File: config.mk
export PLATFORM = sky130hd
export DESIGN_NAME = button_conditioner
export DESIGN_NICKNAME = d
export VERILOG_FILES = /design/src/rtl/button_conditioner.sv
export SDC_FILE = /design/constraint.sdc
export NUM_CORES = 1
export LEC_CHECK = 0
export CORE_AREA = 8 8 73 138
export CTS_CLUSTER_DIAMETER = 100
export DETAILED_ROUTE_END_ITERATION = 16
export DIE_AREA = 0 0 81 146
export MAX_ROUTING_LAYER = met4
export PLACE_DENSITY = 0.76
export SETUP_SLACK_MARGIN = 0.05
export SYNTH_ARGS = -nofsm -noshare
export SYNTH_HDL_FRONTEND = slang
export SYNTH_SLANG_ARGS = --single-unit
File: constraint.sdc
create_clock -name clk -period 3.1 [get_ports clk]
set_input_delay 0.62 -clock clk [delete_from_list [all_inputs] [get_ports clk]]
set_output_delay 0.62 -clock clk [all_outputs]
set_load 0.01 [all_outputs]
File: src/rtl/button_conditioner.sv
// button_conditioner: per-channel two-flop synchroniser, consecutive-cycle debounce, level plus press/release pulses.
// Define BTN_AUTO_REPEAT_EN to add auto-repeat press pulses while a button is held.
module button_conditioner #(
    parameter int N_BTN           = 4,
    parameter int DEBOUNCE_CYCLES = 500000,
    parameter bit ACTIVE_LOW_IN   = 1'b1,
    parameter int REPEAT_DELAY    = 25000000,
    parameter int REPEAT_PERIOD   = 5000000
) (
    input  logic             clk,
    input  logic             clear,
    input  logic [N_BTN-1:0] btn_raw,
    output logic [N_BTN-1:0] btn_level,
    output logic [N_BTN-1:0] btn_press,
    output logic [N_BTN-1:0] btn_release
);
    localparam int CW = DEBOUNCE_CYCLES > 1 ? $clog2(DEBOUNCE_CYCLES) : 1;
    localparam logic [CW-1:0] CNT_MAX = CW'(DEBOUNCE_CYCLES - 1);

    if (DEBOUNCE_CYCLES < 1 || DEBOUNCE_CYCLES > 16777215 || REPEAT_DELAY < 1 || REPEAT_PERIOD < 1) begin : g_bad_param
        $error("button_conditioner: illegal parameter value");
    end

    logic [N_BTN-1:0]         r_sync1, r_sync2;
    logic [N_BTN-1:0][CW-1:0] r_cnt;
    logic [N_BTN-1:0]         r_level, r_press, r_release;
    logic [N_BTN-1:0]         w_toggle, w_rep;

    always_ff @(posedge clk or negedge clear) begin
        if (!clear) begin
            r_sync1 <= '0;
            r_sync2 <= '0;
        end else begin
            r_sync1 <= btn_raw ^ {N_BTN{ACTIVE_LOW_IN}};
            r_sync2 <= r_sync1;
        end
    end

    always_comb begin
        w_toggle = '0;
        for (int i = 0; i < N_BTN; i++)
            w_toggle[i] = (r_sync2[i] != r_level[i]) && (r_cnt[i] == CNT_MAX);
    end

    // Any sample agreeing with the current level restarts the count.
    always_ff @(posedge clk or negedge clear) begin
        if (!clear) begin
            r_cnt     <= '0;
            r_level   <= '0;
            r_press   <= '0;
            r_release <= '0;
        end else begin
            for (int i = 0; i < N_BTN; i++)
                r_cnt[i] <= (r_sync2[i] == r_level[i] || w_toggle[i]) ? '0 : r_cnt[i] + 1'b1;
            r_level   <= r_level ^ w_toggle;
            r_press   <= (w_toggle & ~r_level) | w_rep;
            r_release <= w_toggle & r_level;
        end
    end

`ifdef BTN_AUTO_REPEAT_EN
    localparam int RMAX = REPEAT_DELAY > REPEAT_PERIOD ? REPEAT_DELAY : REPEAT_PERIOD;
    localparam int RW   = $clog2(RMAX + 1);

    logic [N_BTN-1:0][RW-1:0] r_rc;
    logic [N_BTN-1:0]         r_rpt;
    logic [N_BTN-1:0]         w_hold;

    // r_rpt selects the period once the first repeat has fired.
    always_comb begin
        w_hold = r_level & ~w_toggle;
        w_rep  = '0;
        for (int i = 0; i < N_BTN; i++)
            w_rep[i] = w_hold[i] && (32'(r_rc[i]) + 1 == (r_rpt[i] ? REPEAT_PERIOD : REPEAT_DELAY));
    end

    always_ff @(posedge clk or negedge clear) begin
        if (!clear) begin
            r_rc  <= '0;
            r_rpt <= '0;
        end else begin
            for (int i = 0; i < N_BTN; i++) begin
                r_rc[i]  <= (!w_hold[i] || w_rep[i]) ? '0 : r_rc[i] + 1'b1;
                r_rpt[i] <= w_hold[i] && (r_rpt[i] || w_rep[i]);
            end
        end
    end
`else
    assign w_rep = '0;
`endif

    assign btn_level   = r_level;
    assign btn_press   = r_press;
    assign btn_release = r_release;
endmodule
==> results of run 1 <==
[cells by family (layout without fill, tap and decap cells)]
group,count (synthesis),count (layout),synth area share
AND/OR/NAND/NOR,210,210,0.258
flip-flops,96,96,0.543
XOR/XNOR,50,50,0.0990
AO/OA/AOI/OAI,48,48,0.0625
buffers and inverters,16,44,0.0158
adder cells (fa/ha/maj),4,4,0.0113
multiplexers,4,4,0.0102
[sequential cells by signal (all words and copies together), names as in the netlist, named ones only]
signal / cells
r_sync2: 4
btn_press: 4
btn_release: 4
r_cnt: 76
r_sync1: 4
[per-layer routing]
layer	wire length [µm]	part of all wire	up-vias
li1	-	-	1575
met1	3400	0.40	1579
met2	4570	0.54	60
met3	288	0.034	16
met4	185	0.022	0
met5	0	0	-
[path summary, 6_finish.rpt]
kind,startpoint,end,slack [ns],cells past startpoint
setup / recovery,r_cnt[38],r_cnt[54],0.95,5
hold / removal,clear,r_cnt[72],0.33,1
setup reg to reg,r_cnt[38],r_cnt[54],0.95,5
hold reg to reg,r_sync1[3],r_sync2[3],0.35,0
max in group asynchronous,clear,r_cnt[1],2.11,2
min in group clk,r_sync1[3],r_sync2[3],0.35,0
[per-stage QoR]
step	cells	power, mW	util
after detailed placement	538	1.39	0.573
after global placement	538	1.39	0.573
after CTS	554	2.43	0.607
after floorplan	428	1.34	-
final	554	2.40	0.607
after global routing	554	2.50	0.607
[synth_stat cells]
library cell and n:
or4b_1 1, nor4bb_1 1, o31ai_2 2, nand3b_1 2
or4_1 8, xnor2_1 19, nor2_1 55, nor4b_1 3
a21bo_2 1, and3_1 5, inv_1 7, or4_4 1
and4_1 9, dfrtp_1 96, nor3b_1 8, nor3_1 6
o31ai_1 5, nand4_1 20, nand4b_1 1, nand2_1 27
ha_1 4, nor4_1 8, nand3_2 2, or2_2 1
buf_4 1, mux2_2 2, a21oi_1 21, xor2_1 31
a21oi_2 1, nand3_1 26, o21ai_0 17, clkbuf_1 3
o21ai_1 1, buf_2 5, mux2_1 2, or3_1 21
and2_1 5
[critical path, stage by stage, from the launching register on]
cell	delay, ns
dfrtp_1	0.41
ha_1	0.23
nand4_1	0.25
or3_1	0.53
or4b_1	0.49
a21oi_1	0.16
[cell type report]
cell class              instances  area [µm²]  area share
clock buffers                  10         239      0.0478
clock inverters                 6        43.8     0.00876
inverters                       7        26.3     0.00526
multi-input cells             316        1950       0.391
flip-flops and latches         96        2400       0.481
well taps                      98         123      0.0245
repair buffers                 21         210      0.0421
[where the power goes]
part	switching, mW	internal, mW
Sequential	0.0180	1.27
Combinational	0.0515	0.0264
Clock	0.463	0.568
Total	0.533	1.86
==> results.md, run 1 <==
- GRT Total Usage: 0.163
- Fmax: 0.466 GHz
- Synth top area cells: dfrtp_1, xor2_1, nor2_1
- Met1 Use GR: 0.181
- Final hold vios: 0
- Largest net degree at the start of global routing: 57
- Met3 usage: 0.0377
- Nature of the critical path endpoint: flop
- Critical Path RT: 3.36 ns
- Die height: roughly 150 µm
- CTS max path bufs: 2
- CTS Sinks: 96
- Largest area contributor in the netlist: dfrtp_1
- Status: complete, no violations
- CP max FO: 6
- Area of the core: roughly 8200 µm²
- CTS buffer count: 9
- Antenna violations before repair: 0
- Critical Path Source Type: flop
- Remaining Overflow, GRT: 0
- GPL Wtd Cong: 0.905
- # DRC: 0
- Commonest non-fill, non-tap cells in the layout: dfrtp_1, nor2_1, xor2_1
- Number of fillers in the final layout: about 690
- Clk Latency, worst-skew pair: roughly 0.34 ns
- Final wirelength: 8440 µm
- DIE WIDTH: 81 µm
- Synthesized area: roughly 4400 µm²
- Post-Synthesis Cells: between 400 and 500
- Post-Syn Nets: 438
- CTS clock-pin slew for the worst setup and hold paths: ~0.07 ns
- Design area: roughly 5000 µm²
- Yosys reg bits: 96
- Worst Hold Class: in2async
- Port buffer count: 17
- Max Slew Vio Count: 0
- CTS tree: yes
- Pre-antenna DRT Iters: 4
- WL/cell: about 15 µm
- Pre-CTS setup slack: ~1 ns
- Syn Area/Cell: ~10 µm²
- Share of layout cells above drive strength 1: 0.0680
- GR Layer Usage met2: 0.264
- Leakage: just over 2 nW
- Via Count: between 3,000 and 4,000
- Die area: 11,800 µm²
- Finish-stage setup viols: 0
- Starting density of the core: 0.538
- Commonest non-fill, non-tap cell in the layout: dfrtp_1
- Diode count: 0
- DR iter-0 viols: just over 200
- PwrDens: 480 nW/µm²
- Row count: 47
- CTS root buf: clkbuf_16
- Seq/Total Area, Yosys: 0.543
- Worst endpoint data arrival time: between 2 and 2.5 ns
- PostCTS Resize Cnt: 0
- Final cycle utilization of the critical path: 0.693
- Final ANT Viol Nets: 0
- # hold bufs at CTS: 0
- Post-DP Area: 4710 µm²
- Hold_ws: 0.330 ns
- Unrepaired setup endpoints after global routing: no
- I/O Pins: 18
- DR vias/cell: ~5.8
- Htree depth: 3
- Crit path time final: about 2.1 ns
- Final HPWL DP: 5870 µm
- Worst-margin pin slew: around 0.7 ns
- Critical path class: reg2reg
- Max_cap viols: 0
- Clk_skew: 0.00599 ns
- Top Usage Layer GRT: met2
- Synth top area share: 0.543
- Setup TNS: 0 ns
- Final layout net count: 461
- Area grow syn2layout: 12.9%
- Yosys cell types: 37
- Final worst slack: approximately 0.95 ns
- Global-route wire length before repair: ~15,000 µm
- Ys Warns: 0
- Maximum VDD drop: roughly 0.00039 V
- Rel. slew slack: 0.533
- Post-CTS setup buffer count: 0
- Vias in the first global route: 3,296
Note: power is estimated with default switching activity, not from simulation.
==> inputs of run 2 (changes only) <==
Clock period 3.1 ns to 2.2 ns, I/O delays scaled along.
==> run 2 against run 1 <==
Net effect: cell count rose by 0.54%; worst hold slack got worse by 0.21 ns; die area did not move; wire length rose by 3.5%; global-route usage rose by 0.26 points; critical path depth did not move; sequential cell count did not move; clock power rose by 61%; core utilization rose by 0.84 points; sequential power rose by 41%; fmax rose by 6.3%; largest power group unchanged.
==> results.md, run 2 (synthesized netlist as in run 1, its figures left out) <==
- Post-DP Area: 4740 µm²
- # hold bufs at CTS: 0
- Clk_skew: between 0.007 and 0.008 ns
- Die height: around 150 µm
- Crit path cell chain: ha_1, and4_2, nand4_1, or3_1, mux2_1
- Rel. slew slack: 0.578
- Max Slew Vio Count: 0
- CTS buffer count: 9
- Vias in the first global route: 3,434
- CTS clock-pin slew for the worst setup and hold paths: ~0.070 ns
- Leakage: 2.06 nW
- Final cycle utilization of the critical path: 0.918
- Buffers & Inverters on Critical Path: 0
- Worst endpoint data arrival time: approximately 2.2 ns
- Final hold vios: 0
- CTS tree: yes
- R2r setup slk: 0.18 ns
- Port buffer count: 17
- Nature of the critical path endpoint: flop
- Setup TNS: 0 ns
- Number of fillers in the final layout: between 600 and 700
- GPL Wtd Cong: around 0.84
- CP max FO: 5
- Critical path class: reg2reg
- Fmax: 0.495 GHz
- Starting density of the core: 0.538
- Max_cap viols: 0
- # DRC: 0
- Final HPWL DP: 6020 µm
- Worst-margin pin slew: about 0.63 ns
- Remaining Overflow, GRT: 0
- DIE WIDTH: around 81 µm
- Die area: between 10,000 and 15,000 µm²
- Critical Path RT: around 2.4 ns
- Status: complete, no violations
- CTS root buf: clkbuf_16
- Final layout net count: roughly 470
- Diode count: 0
- Via Count: about 3,300
- CTS Sinks: 96
- Maximum VDD drop: approximately 0.00056 V
- DR vias/cell: roughly 6
- Unrepaired setup endpoints after global routing: yes
- Area grow syn2layout: 14.5%
- Crit path time final: roughly 2.0 ns
- Number of flip-flops in the largest register: 76
- Design area: 5070 µm²
- WL/cell: between 15 and 20 µm
- Post-CTS setup buffer count: 0
- Pre-CTS setup slack: between 0.15 and 0.2 ns
- Final worst slack: 0.180 ns
- Share of layout cells above drive strength 1: 0.0784
- FF/Latch Area: ~2400 µm²
- GRT Total Usage: 0.166
- Commonest non-fill, non-tap cell in the layout: dfrtp_1
- Commonest non-fill, non-tap cells in the layout: dfrtp_1, nor2_1, xor2_1
- CTS max path bufs: 2
- Crit Reg-Reg Startpoint: r_cnt[0]
- Row count: 47
- DR iter-0 viols: around 220
- Largest net degree at the start of global routing: 50
- Finish-stage setup viols: 0
- Final wirelength: slightly below 9000 µm
- Register name with the most flops: r_cnt
- Worst Hold Class: in2async
- Critical-path top delay cell: or3_1
- PwrDens: 708 nW/µm²
- Placed Instances: ~540
- Final std cells w/o fill: around 560
- Final ANT Viol Nets: 0
- Max incr delay on CP: roughly 0.47 ns
- Hold_ws: 0.119 ns
- Cell family with most CP delay: simple AND/OR/NAND/NOR gates
- I/O Pins: 18
- Footprint of the multi-input gates: between 1500 and 2000 µm²
- Reg2Reg Depth: 5
- Fin util: 0.615
- Area of the core: 8230 µm²
- Pre-antenna DRT Iters: 4
- Clk Latency, worst-skew pair: around 0.34 ns
- Antenna violations before repair: 0
- Critical Path Source Type: flop
- Htree depth: 3
- Overall Power: between 3 and 4 mW
- Global-route wire length before repair: 15,200 µm
==> run 2: cell count changes in the layout (fill, tap and decap cells not counted) <==
| cell | previous run | this run |
|---|---|---|
| clkinv_2 | 2 | 0 |
| clkbuf_8 | 1 | 0 |
| bufinv_16 | 0 | 2 |
| and4_2 | 0 | 2 |
| buf_4 | 4 | 8 |
| and4_1 | 9 | 7 |
==> run 2: layout make-up <==
cell class	count	area share
clock buffer	9	0.0445
inverter	7	0.00519
timing repair buffer	25	0.0474
sequential	96	0.474
multi-input combinational	316	0.386
clock inverter	6	0.0185
tap	98	0.0242
==> run 2: worst max path at each step <==
| stage | startpoint | to | slack [ns] | depth (start not counted) |
|---|---|---|---|---|
| CTS | r_cnt[19] | flop | 0.14 | 5 |
| finish | r_cnt[0] | flop | 0.18 | 5 |
| global route | r_cnt[0] | flop | 0.04 | 5 |
| floorplan | r_cnt[0] | r_cnt[10] | 0.27 | 6 |
| global placement | r_cnt[19] | flop | 0.19 | 5 |
| detailed placement | r_cnt[19] | flop | 0.16 | 5 |
==> run 2: what timing repair did <==
item	CTS	global route
endpoints found under the setup margin	0	9
gates resized for setup	0	2
hold endpoints to repair	0	0
==> run 2: report_power, final <==
group | internal [mW] | switching [mW] | total [mW]
Clock | 0.997 | 0.665 | 1.66
Combinational | 0.0392 | 0.0732 | 0.112
Sequential | 1.79 | 0.0252 | 1.82
Total | 2.83 | 0.763 | 3.59
==> run 2: per-layer routing <==
metal,GRT usage,share of wire,wire length (µm),vias to the layer above
li1,-,-,-,1571
met1,0.167,0.39,3370,1683
met2,0.286,0.56,4890,64
met3,0.0415,0.034,298,16
met4,0.0739,0.021,182,0
met5,-,0,0,-
==> inputs of run 3 (changes only) <==
Settings changed: CTS_CLUSTER_DIAMETER 100 to 120.
==> results of run 3 <==
No change in the layout: final DEF, timing and power equal those of run 2.
